===== src/rtl/msrv32_pkg.sv =====
// Shared msrv32 definitions: writeback source codes and writeback-stage states.
package msrv32_pkg;

   // Writeback mux source select codes
   localparam logic [2:0] WB_SEL_ALU    = 3'b000;
   localparam logic [2:0] WB_SEL_LU     = 3'b001;
   localparam logic [2:0] WB_SEL_IMM    = 3'b010;
   localparam logic [2:0] WB_SEL_IADDER = 3'b011;
   localparam logic [2:0] WB_SEL_CSR    = 3'b100;
   localparam logic [2:0] WB_SEL_PC4    = 3'b101;
   localparam logic [2:0] WB_SEL_RS2    = 3'b110;

   // Width of the load wait counter
   localparam int unsigned WAIT_CNT_W = 8;

   typedef enum logic [1:0] {
      IDLE      = 2'd0,
      EXEC      = 2'd1,
      LOAD_WAIT = 2'd2
   } wb_state_t;

endpackage


===== src/rtl/msrv32_wb_load_timer.sv =====
// Load wait counter: counts LOAD_WAIT cycles and flags the last permitted one.
module msrv32_wb_load_timer
   import msrv32_pkg::*;
#(
   parameter int unsigned LOAD_TIMEOUT = 16
) (
   input  logic clk_i,
   input  logic rst_ni,
   input  logic clear_i,
   input  logic en_i,
   output logic expire_o
);

   localparam logic [WAIT_CNT_W-1:0] LAST_CNT = WAIT_CNT_W'(LOAD_TIMEOUT - 1);

   logic [WAIT_CNT_W-1:0] cnt_q;
   logic [WAIT_CNT_W-1:0] cnt_d;

   // Clear wins over enable; the owner clears before the count can pass LAST_CNT
   always_comb begin
      cnt_d = cnt_q;
      if (clear_i) begin
         cnt_d = '0;
      end else if (en_i) begin
         cnt_d = cnt_q + 1'b1;
      end
   end

   // Counter register
   always_ff @(posedge clk_i or negedge rst_ni) begin
      if (!rst_ni) begin
         cnt_q <= '0;
      end else begin
         cnt_q <= cnt_d;
      end
   end

   assign expire_o = (cnt_q == LAST_CNT);

endmodule


===== src/rtl/msrv32_wb_ctrl.sv =====
// Writeback-stage controller: stage registers, load sequencing with timeout,
// register-file write strobe, retire pulse and stall back-pressure.
module msrv32_wb_ctrl
   import msrv32_pkg::*;
#(
   parameter int unsigned LOAD_TIMEOUT = 16
) (
   input  logic       ms_riscv32_mp_clk_in,
   input  logic       ms_riscv32_mp_rstn_in,
   input  logic       valid_in,
   output logic       ready_out,
   input  logic [2:0] wb_mux_sel_in,
   input  logic       alu_src_in,
   input  logic       rf_wr_en_in,
   input  logic [4:0] rd_addr_in,
   input  logic       is_load_in,
   input  logic       dmem_rvalid_in,
   input  logic       flush_in,
   output logic [2:0] wb_mux_sel_reg_out,
   output logic       alu_src_reg_out,
   output logic [4:0] rd_addr_reg_out,
   output logic       rf_wr_en_out,
   output logic       retire_out,
   output logic       load_err_out
);

   wb_state_t  state_q;
   wb_state_t  state_d;
   logic [2:0] wb_sel_q;
   logic       alu_src_q;
   logic       rf_wr_en_q;
   logic [4:0] rd_addr_q;

   logic capture;
   logic complete;
   logic timeout;
   logic expire;
   logic in_load;
   logic timer_clear;
   logic timer_en;

   assign in_load = (state_q == LOAD_WAIT);

   // Handshake, completion, timeout and next-state decode; flush overrides all
   always_comb begin
      ready_out = !in_load || dmem_rvalid_in;
      capture   = valid_in && ready_out && !flush_in;
      complete  = !flush_in && ((state_q == EXEC) || (in_load && dmem_rvalid_in));
      timeout   = in_load && !dmem_rvalid_in && expire && !flush_in;

      state_d = IDLE;
      if (flush_in) begin
         state_d = IDLE;
      end else if (capture) begin
         state_d = is_load_in ? LOAD_WAIT : EXEC;
      end else if (in_load && !dmem_rvalid_in && !timeout) begin
         state_d = LOAD_WAIT;
      end

      rf_wr_en_out = complete && rf_wr_en_q && (rd_addr_q != 5'd0);
      retire_out   = complete;
      load_err_out = timeout;

      // A load captured back-to-back stays in LOAD_WAIT, so capture alone must clear
      timer_clear = capture || (state_d != LOAD_WAIT);
      timer_en    = in_load && !dmem_rvalid_in;
   end

   // State and stage registers; stage fields hold unless a new instruction is taken
   always_ff @(posedge ms_riscv32_mp_clk_in or negedge ms_riscv32_mp_rstn_in) begin
      if (!ms_riscv32_mp_rstn_in) begin
         state_q    <= IDLE;
         wb_sel_q   <= WB_SEL_ALU;
         alu_src_q  <= 1'b0;
         rf_wr_en_q <= 1'b0;
         rd_addr_q  <= '0;
      end else begin
         state_q <= state_d;
         if (capture) begin
            wb_sel_q   <= wb_mux_sel_in;
            alu_src_q  <= alu_src_in;
            rf_wr_en_q <= rf_wr_en_in;
            rd_addr_q  <= rd_addr_in;
         end
      end
   end

   msrv32_wb_load_timer #(
      .LOAD_TIMEOUT(LOAD_TIMEOUT)
   ) u_load_timer (
      .clk_i    (ms_riscv32_mp_clk_in),
      .rst_ni   (ms_riscv32_mp_rstn_in),
      .clear_i  (timer_clear),
      .en_i     (timer_en),
      .expire_o (expire)
   );

   assign wb_mux_sel_reg_out = wb_sel_q;
   assign alu_src_reg_out    = alu_src_q;
   assign rd_addr_reg_out    = rd_addr_q;

endmodule


===== config.mk =====
export PLATFORM = sky130hd
export DESIGN_NAME = msrv32_wb_ctrl
export DESIGN_NICKNAME = d
export VERILOG_FILES = /design/src/rtl/msrv32_pkg.sv /design/src/rtl/msrv32_wb_load_timer.sv /design/src/rtl/msrv32_wb_ctrl.sv
export SDC_FILE = /design/constraint.sdc
export NUM_CORES = 1
export LEC_CHECK = 0
export BUFFER_PORTS_ARGS = -buffer_cell sky130_fd_sc_hd__buf_2
export CAP_MARGIN = 20
export CORE_MARGIN = 3
export CORE_UTILIZATION = 49
export DETAILED_ROUTE_END_ITERATION = 10
export PLACE_DENSITY = 0.84
export SYNTH_ARGS = -nofsm -noshare
export SYNTH_HDL_FRONTEND = slang
export SYNTH_SLANG_ARGS = --single-unit

===== constraint.sdc =====
create_clock -name ms_riscv32_mp_clk_in -period 2.1 [get_ports ms_riscv32_mp_clk_in]
set_input_delay 0 -clock ms_riscv32_mp_clk_in [delete_from_list [all_inputs] [get_ports ms_riscv32_mp_clk_in]]
set_output_delay 0 -clock ms_riscv32_mp_clk_in [all_outputs]
set_load 0.005 [all_outputs]

==> results.toml, run 1 <==
[routing]
num_vias = 736
routedWlPerCell_um = 13.1
first_pass_iters = 4
drt_iter0_markers = 1
via_per_inst = 5.11
antenna_left = 0
drc_errors = 0
routed_wirelength_mm = 1.88

[worst_setup_path]
worstPathArrival_ns = 1.65
crit_start = "u_load_timer.cnt_q[5]"
cp-end-kind = "output pin"
start_kind = "flop"
cp_max_fo = 6
reg2reg_to = "wb_mux_sel_reg_out[1]"
path_class = "reg -> out"
rr_worst_depth = 3
r2r_slack_ns = 0.54
r2r-start = "state_q[0]"
required_ns = 2.10

[floorplanning]
num_rows = 15
fp.coreArea_um2 = 1760
floorplan.io_pins = 29
die_y_um = 49.8
start_util_pct = 53.3
dieArea_um2 = 2480
die_x_um = 49.8

[layout]
syn2layout_area_growth_pct = 35.4
nets = 137
layoutNonFillerInstCount = 144
drive_gt1_share_pct = 39.5
antennaDiodeCount = 0
seq_area_um2 = 500
multi_input_area_um2 = 418
nFillCells = 139

[yosys]
synth_top_area_cell = "dfrtp_1"
synth_top_area_share_pct = 53.2
ys_seq_area_share_pct = 53.2
synth_seq_cells = 20
syn-cell-area_um2 = 941
synth_area_leaders = "dfrtp_1 (53%), mux2_4 (13%), mux2_2 (3.6%)"
yosys_warnings = 0
syn_nets = 93
syn_inst = 76
syn_avg_cell_area_um2 = 12.4
ys_types = 29

[cts]
clk_latency_ns = 0.30
clk_pin_slew_worst_paths_ns = 0.11
cts.repair.resized = 0
postCtsSetupRepairBufs = 0
cts_tree = "done"
clock-sinks = 20
cts.htree.levels = 1
clock_path_buffers = 2
numCtsBuffers = 3
cts-root-buf = "clkbuf_4"

[sta]
period_needed_ns = 1.65
worst-slew-pin-transition_ns = 0.429
drv_slew = 0
hold_viol_final = 0
fin_skew_ns = 0.00715
rsz0062_at_grt = "no"
fin_crit_sh_pct = 78.6
final.setup.tns_ns = 0
whs_ns = 0.0140
max_slew_margin_pct = 71.4
fmax_ghz = 0.606
setup_viol = 0

[global_route]
first_global_vias = 728
grt_overflow = 0
grt_max_degree = 21
grtUsageTotal_pct = 16.7
grt_pass1_wl_mm = 3.18
antenna_found_initial = 0

[min_path]
hold_class = "in -> reg"
min_from = "dmem_rvalid_in"
holdPathEnd = "u_load_timer.cnt_q[4]"
whs_path_depth = 3

[power_and_ir_drop]
power.leakage_nw = 0.579
power_density_nw_per_um2 = 700
ir_drop_mv = 0.426

[placed_design]
gp_congestion = 0.785
dp_cells = 128
io_buffers = 28

[run_status]
status = "completed"

[job]
drv_cap = 0
## cell type report
cell class,count,area share (%)
Clock buffer,3,1.77
Clock inverter,1,2.36
Inverter,3,0.884
Multi-Input combinational cell,52,32.8
Sequential cell,20,39.3
Tap cell,25,2.46
Timing Repair Buffer,40,20.4
## how the worst max path moves through the flow
stage / to
floorplan: alu_src_reg_out
global placement: wb_mux_sel_reg_out[1]
detailed placement: wb_mux_sel_reg_out[2]
CTS: load_err_out
global route: load_err_out
finish: load_err_out
## layer usage
metal	GRT usage [%]	vias up	routed length, um
met5	0	-	0
met1	21.2	351	834
met2	27.8	15	946
met3	3.02	6	63
li1	-	364	-
met4	6.91	0	38
## cell families (layout without fill, tap and decap cells)
family          after synthesis  count (layout)  synth area share (%)
compound gates               14              14                  9.57
buf+inv                       4              47                  2.39
mux                          11              11                  16.4
xor+xnor                      1               1                 0.931
fa+ha+maj                     1               1                  1.33
flops                        20              20                  53.2
simple gates                 25              25                  16.2
## Yosys cell counts
library cell and instances:
or4_1 1, mux2_4 8, o211ai_1 1, o21ai_0 3
nor2b_1 1, ha_1 1, nand4_1 1, nand3b_1 1
nand2_1 3, nor2_1 4, and3_1 1, or3b_1 1
buf_6 1, nand2b_1 1, and3b_4 1, inv_1 3
o311ai_1 1, mux2_2 3, or4b_4 1, o311a_1 1
a31o_2 1, dfrtp_1 20, nor3_1 1, a21oi_1 6
nor4_1 1, nand3_1 3, a21bo_2 1, or3_1 4
xnor2_1 1
## sequential cells by signal, summed over array words and instances, names as in the netlist
signal	count
u_load_timer.cnt_q	8
rd_addr_reg_out	5
wb_mux_sel_reg_out	3
state_q	2
alu_src_reg_out	1
rf_wr_en_q	1
## cell usage in the layout (no fill, tap or decap), types with 3 or more instances in the layout
master and count:
dlygate4sd3_1 12, or3_1 4, buf_2 28, a21oi_1 6
dfrtp_1 20, mux2_2 3, inv_1 3, o21ai_0 3
mux2_4 8, nor2_1 4, nand2_1 3, clkbuf_4 3
nand3_1 3
## repair_timing
| action | CTS | global route |
|---|---|---|
| hold buffers | 12 | 0 |
| setup endpoints to repair | 0 | 0 |
| endpoints found under the hold margin | 32 | 0 |
## per-stage QoR
step / area (um2) / total power [W] / setup WS, ns / util [%]
after floorplan: 941 / 0.000514 / 0.536 / -
after global placement: 1100 / 0.000569 / 0.615 / 62.4
after detailed placement: 1100 / 0.000574 / 0.564 / 62.4
after CTS: 1270 / 0.000902 / 0.444 / 72.2
after global routing: 1270 / 0.000933 / 0.301 / 72.2
final: 1270 / 0.000891 / 0.449 / 72.2
## worst max-delay path: stages, from the launching register on
cell,delay [ns]
dfrtp_1,0.44
or4_1,0.57
nor4_1,0.20
buf_2,0.16
## where the power goes
group	internal, W	switching (W)
logic	0.0000932	0.0000495
clock network	0.000193	0.000114
registers	0.000419	0.0000226
Power figures use the tool's default switching activity.
==> run 2: changes to the inputs <==
==> constraint.sdc (replaced) <==
create_clock -name ms_riscv32_mp_clk_in -period 1.6 [get_ports ms_riscv32_mp_clk_in]
set_input_delay 0 -clock ms_riscv32_mp_clk_in [delete_from_list [all_inputs] [get_ports ms_riscv32_mp_clk_in]]
set_output_delay 0 -clock ms_riscv32_mp_clk_in [all_outputs]
set_load 0.005 [all_outputs]
==> results.toml, run 2 (synthesis gave the netlist of run 1 again) <==
[worst_setup_path]
critPathBufInv = 0
max_stage_delay_ns = 0.43
worstPathArrival_ns = 1.75
path_cells = "or3b_4, and3b_4, mux2_4"
r2r_slack_ns = 0.04
crit_family = "simple AND/OR/NAND/NOR gates"
r2r-start = "state_q[0]"
rr_worst_depth = 3
reg2reg_to = "wb_mux_sel_reg_out[1]"
crit_start = "state_q[0]"
path_class = "reg -> reg"
crit_slowest_cell = "or3b_4"
required_ns = 1.78
cp-end-kind = "flop"
cp_max_fo = 12
start_kind = "flop"

[layout]
final_cell_mix = "buf_2 (28), dfrtp_1 (18), dlygate4sd3_1 (13)"
largest-register = "u_load_timer.cnt_q"
largest_reg_flops = 8
stdcell_area_um2 = 1360
antennaDiodeCount = 0
syn2layout_area_growth_pct = 44.9
nets = 144
drive_gt1_share_pct = 48.4
layout_commonest_cell = "buf_2"

[cts]
clk_latency_ns = 0.30
cts_tree = "done"
cts.htree.levels = 1
cts-root-buf = "clkbuf_4"
numCtsBuffers = 3
clock_path_buffers = 2
clk_pin_slew_worst_paths_ns = 0.12
clock-sinks = 20

[sta]
setup_viol = 0
fmax_ghz = 0.639
period_needed_ns = 1.56
max_slew_margin_pct = 70.1
fin_skew_ns = 0.0127
worst-slew-pin-transition_ns = 0.448
rsz0062_at_grt = "yes"
hold_viol_final = 0
final.setup.tns_ns = 0
drv_slew = 0
fin_crit_sh_pct = 97.8

[power_and_ir_drop]
p_clk_share_pct = 33.8
internal-power_w = 0.000938
power.leakage_nw = 0.612
p_seq_share_pct = 48.7
combinationalPowerShare_pct = 17.5
swShare_pct = 21.5
ir_drop_mv = 0.723
power_density_nw_per_um2 = 876
p_sw_w = 0.000257

[global_route]
grt_pass1_wl_mm = 3.71
grt_overflow = 0
grt_max_degree = 21
grtUsageTotal_pct = 19.6
antenna_found_initial = 0
first_global_vias = 810

[routing]
first_pass_iters = 4
routedWlPerCell_um = 15.6
antenna_left = 0
via_per_inst = 5.31
num_vias = 802
drt_iter0_markers = 21
drc_errors = 0
routed_wirelength_mm = 2.35

[min_path]
whs_path_depth = 3
min_from = "flush_in"
hold_class = "in -> reg"
holdPathEnd = "u_load_timer.cnt_q[4]"

[floorplanning]
die_y_um = 49.8
floorplan.io_pins = 29
die_x_um = 49.8
start_util_pct = 53.3
dieArea_um2 = 2480
num_rows = 15
fp.coreArea_um2 = 1760

[run_status]
status = "completed"

[job]
drv_cap = 0

[placed_design]
placed_area_um2 = 1100
gp_congestion = 0.789
io_buffers = 28
place_hpwl_mm = 1.48
run 2: cell count changes in the layout (fill, tap and decap cells not counted), sizes merged:
cell,delta
buf,+6
dlygate4sd3,+1
run 2: routing by layer:
layer	GRT usage, %	up-vias	share of wire, %
met3	3.93	6	3.7
met2	35.2	24	54
met4	6.91	0	2.3
li1	-	379	-
met1	22.8	393	40
met5	0	-	0
run 2: final cells by class:
class,instances,area [um2]
Sequential cell,20,503
Clock inverter,1,30.0
Fill cell,115,400
Multi-Input combinational cell,52,450
Clock buffer,3,22.5
Inverter,3,11.3
Timing Repair Buffer,47,315
Tap cell,25,31.3
run 2: tightest hold or removal path, delay by kind of cell:
family                 cells  cell delay (ns)
and+or+nand+nor            1             0.17
buffers and inverters      1             0.14
AOI/OAI and AO/OA          1             0.04
run 2: timing repair:
action / 4_1_cts / 5_1_grt
setup endpoints to repair: 1 / 11
buffers inserted: 1 / 5
resized for setup: 3 / 6
hold endpoints to repair: 33 / 0
hold buffers: 13 / 0
run 2: metrics by stage:
stage	hold WS, ns	utilization [%]	total power, W	std cells	worst slack, ns
6_report	0.0816	77.3	0.00120	151	0.0359
5_1_grt	0.0833	77.3	0.00125	151	-0.0171
4_1_cts	0.0278	73.8	0.00119	146	0.00293
3_5_place_dp	-0.0294	62.4	0.000756	128	0.0664
3_3_place_gp	-0.0411	62.4	0.000746	128	0.115
2_1_floorplan	-0.296	-	0.000674	76	0.0361
run 2: worst max path at each step:
stage	end	slack, ns	cells past startpoint
2_1_floorplan	alu_src_reg_out	0.04	4
3_3_place_gp	wb_mux_sel_reg_out[1]	0.11	3
3_5_place_dp	alu_src_reg_out	0.07	3
4_1_cts	load_err_out	0.003	3
5_1_grt	load_err_out	-0.02	3
6_report	wb_mux_sel_reg_out[1]	0.04	3
run 2: power by group through the flow:
stage                     sequential [W]  clock, W  combinational, W
after floorplan                 0.000589         0         0.0000856
after global placement          0.000586         0          0.000160
after detailed placement        0.000589         0          0.000167
after CTS                       0.000581  0.000421          0.000193
after global routing            0.000588  0.000437          0.000225
final                           0.000583  0.000404          0.000209
==> run 3: changes to the inputs <==
--- a/config.mk
+++ b/config.mk
@@ -5,12 +5,13 @@
 export SDC_FILE = /design/constraint.sdc
 export NUM_CORES = 1
 export LEC_CHECK = 0
-export BUFFER_PORTS_ARGS = -buffer_cell sky130_fd_sc_hd__buf_2
+export BUFFER_PORTS_ARGS = -buffer_cell sky130_fd_sc_hd__buf_4
 export CAP_MARGIN = 20
 export CORE_MARGIN = 3
 export CORE_UTILIZATION = 49
 export DETAILED_ROUTE_END_ITERATION = 10
 export PLACE_DENSITY = 0.84
+export RECOVER_POWER = 25
 export SYNTH_ARGS = -nofsm -noshare
 export SYNTH_HDL_FRONTEND = slang
 export SYNTH_SLANG_ARGS = --single-unit
==> results.toml, run 3 (synthesis gave the netlist of run 1 again) <==
[global_route]
grt_max_degree = 21
antenna_found_initial = 0
first_global_vias = 883
grtUsageTotal_pct = 23.8
grt_pass1_wl_mm = 4.33
grt_overflow = 0

[floorplanning]
die_y_um = 49.8
fp.coreArea_um2 = 1760
floorplan.io_pins = 29
num_rows = 15
die_x_um = 49.8
start_util_pct = 53.3
dieArea_um2 = 2480

[placed_design]
gp_congestion = 0.748
place_hpwl_mm = 1.61
io_buffers = 28

[routing]
routed_wirelength_mm = 2.77
first_pass_iters = 4
antenna_left = 0
via_per_inst = 5.78
drc_errors = 0
num_vias = 873
drt_iter0_markers = 17
routedWlPerCell_um = 18.3

[sta]
worst-slew-pin-transition_ns = 1.10
max_slew_margin_pct = 26.4
setup_viol = 0
hold_viol_final = 0
rsz0062_at_grt = "yes"
drv_slew = 0
fmax_ghz = 0.636
fin_skew_ns = 0.00120
fin_crit_sh_pct = 98.2
period_needed_ns = 1.57
final.setup.tns_ns = 0

[cts]
clock-sinks = 20
cts-root-buf = "clkbuf_4"
clk_pin_slew_worst_paths_ns = 0.11
cts_tree = "done"
cts.htree.levels = 1
clk_latency_ns = 0.30
clock_path_buffers = 2
numCtsBuffers = 3

[power_and_ir_drop]
totalPowerFinal_w = 0.00124
ir_drop_mv = 0.661
power_density_nw_per_um2 = 871
power.leakage_nw = 0.633

[worst_setup_path]
start_kind = "flop"
r2r-start = "state_q[0]"
path_class = "reg -> out"
cp-end-kind = "output pin"
cp_max_fo = 3
worstPathArrival_ns = 1.57
required_ns = 1.60
crit_start = "u_load_timer.cnt_q[5]"

[layout]
layout_commonest_cell = "buf_4"
syn2layout_area_growth_pct = 50.8
final_cell_mix = "buf_4 (33), dfrtp_1 (20), dlygate4sd3_1 (13)"
drive_gt1_share_pct = 44.4
largest-register = "u_load_timer.cnt_q"
nets = 144
largest_reg_flops = 8
antennaDiodeCount = 0

[job]
drv_cap = 0

[min_path]
min_from = "flush_in"
hold_class = "in -> reg"

[run_status]
status = "completed"
run 3: final cells by class:
class	instances	area, um2
clock buffer	3	22.5
clock inverter	1	30.0
fill	120	345
inverter	3	11.3
multi-input combinational	52	442
sequential	20	500
tap	25	31.3
timing repair buffer	47	382
run 3: repair_timing:
action,in CTS,in global routing
setup buffers,1,4
hold endpoints to repair,36,0
hold buffers,13,0
resized for setup,1,4
setup endpoints to repair,1,2
run 3: path summary, 6_finish.rpt:
check                                   endpoint  slack [ns]  cells after the start
setup / recovery                    load_err_out        0.03                      3
setup reg to reg                 alu_src_reg_out        0.03                      3
hold / removal             u_load_timer.cnt_q[4]        0.03                      3
hold reg to reg            u_load_timer.cnt_q[0]        0.51                      1
min in group asynchronous  u_load_timer.cnt_q[3]        0.41                      2
max in group asynchronous     rd_addr_reg_out[2]        0.53                      2
run 3: power breakdown:
| group | switching [W] | total [W] | internal, W |
|---|---|---|---|
| registers | 0.0000322 | 0.000582 | 0.000550 |
| clock network | 0.000158 | 0.000411 | 0.000253 |
| logic | 0.0000803 | 0.000242 | 0.000162 |
| total | 0.000271 | 0.00124 | 0.000965 |
run 3: per-stage QoR:
stage	hold slack [ns]	cells	util (%)	setup WS [ns]	cell area (um2)
floorplan	-0.296	76	-	0.0361	941
global placement	-0.113	129	66.8	0.108	1180
detailed placement	-0.111	129	66.8	0.0581	1180
CTS	0.0218	147	77.8	0.0100	1370
global route	0.0160	151	80.4	-0.0638	1420
finish	0.0284	151	80.4	0.0285	1420
run 3: metal layers:
| layer | track usage [%] | vias up | share of wire, % |
|---|---|---|---|
| met4 | 8.76 | 0 | 2.8 |
| met3 | 6.34 | 10 | 4.9 |
| li1 | - | 377 | - |
| met5 | 0 | - | 0 |
| met2 | 42.5 | 45 | 56 |
| met1 | 26.7 | 441 | 36 |
run 3: worst max-delay path, cell delays in order, from the launching register on:
cell and delay [ns]:
dfrtp_1 0.42, or4_4 0.56, nor4_4 0.14, buf_4 0.14
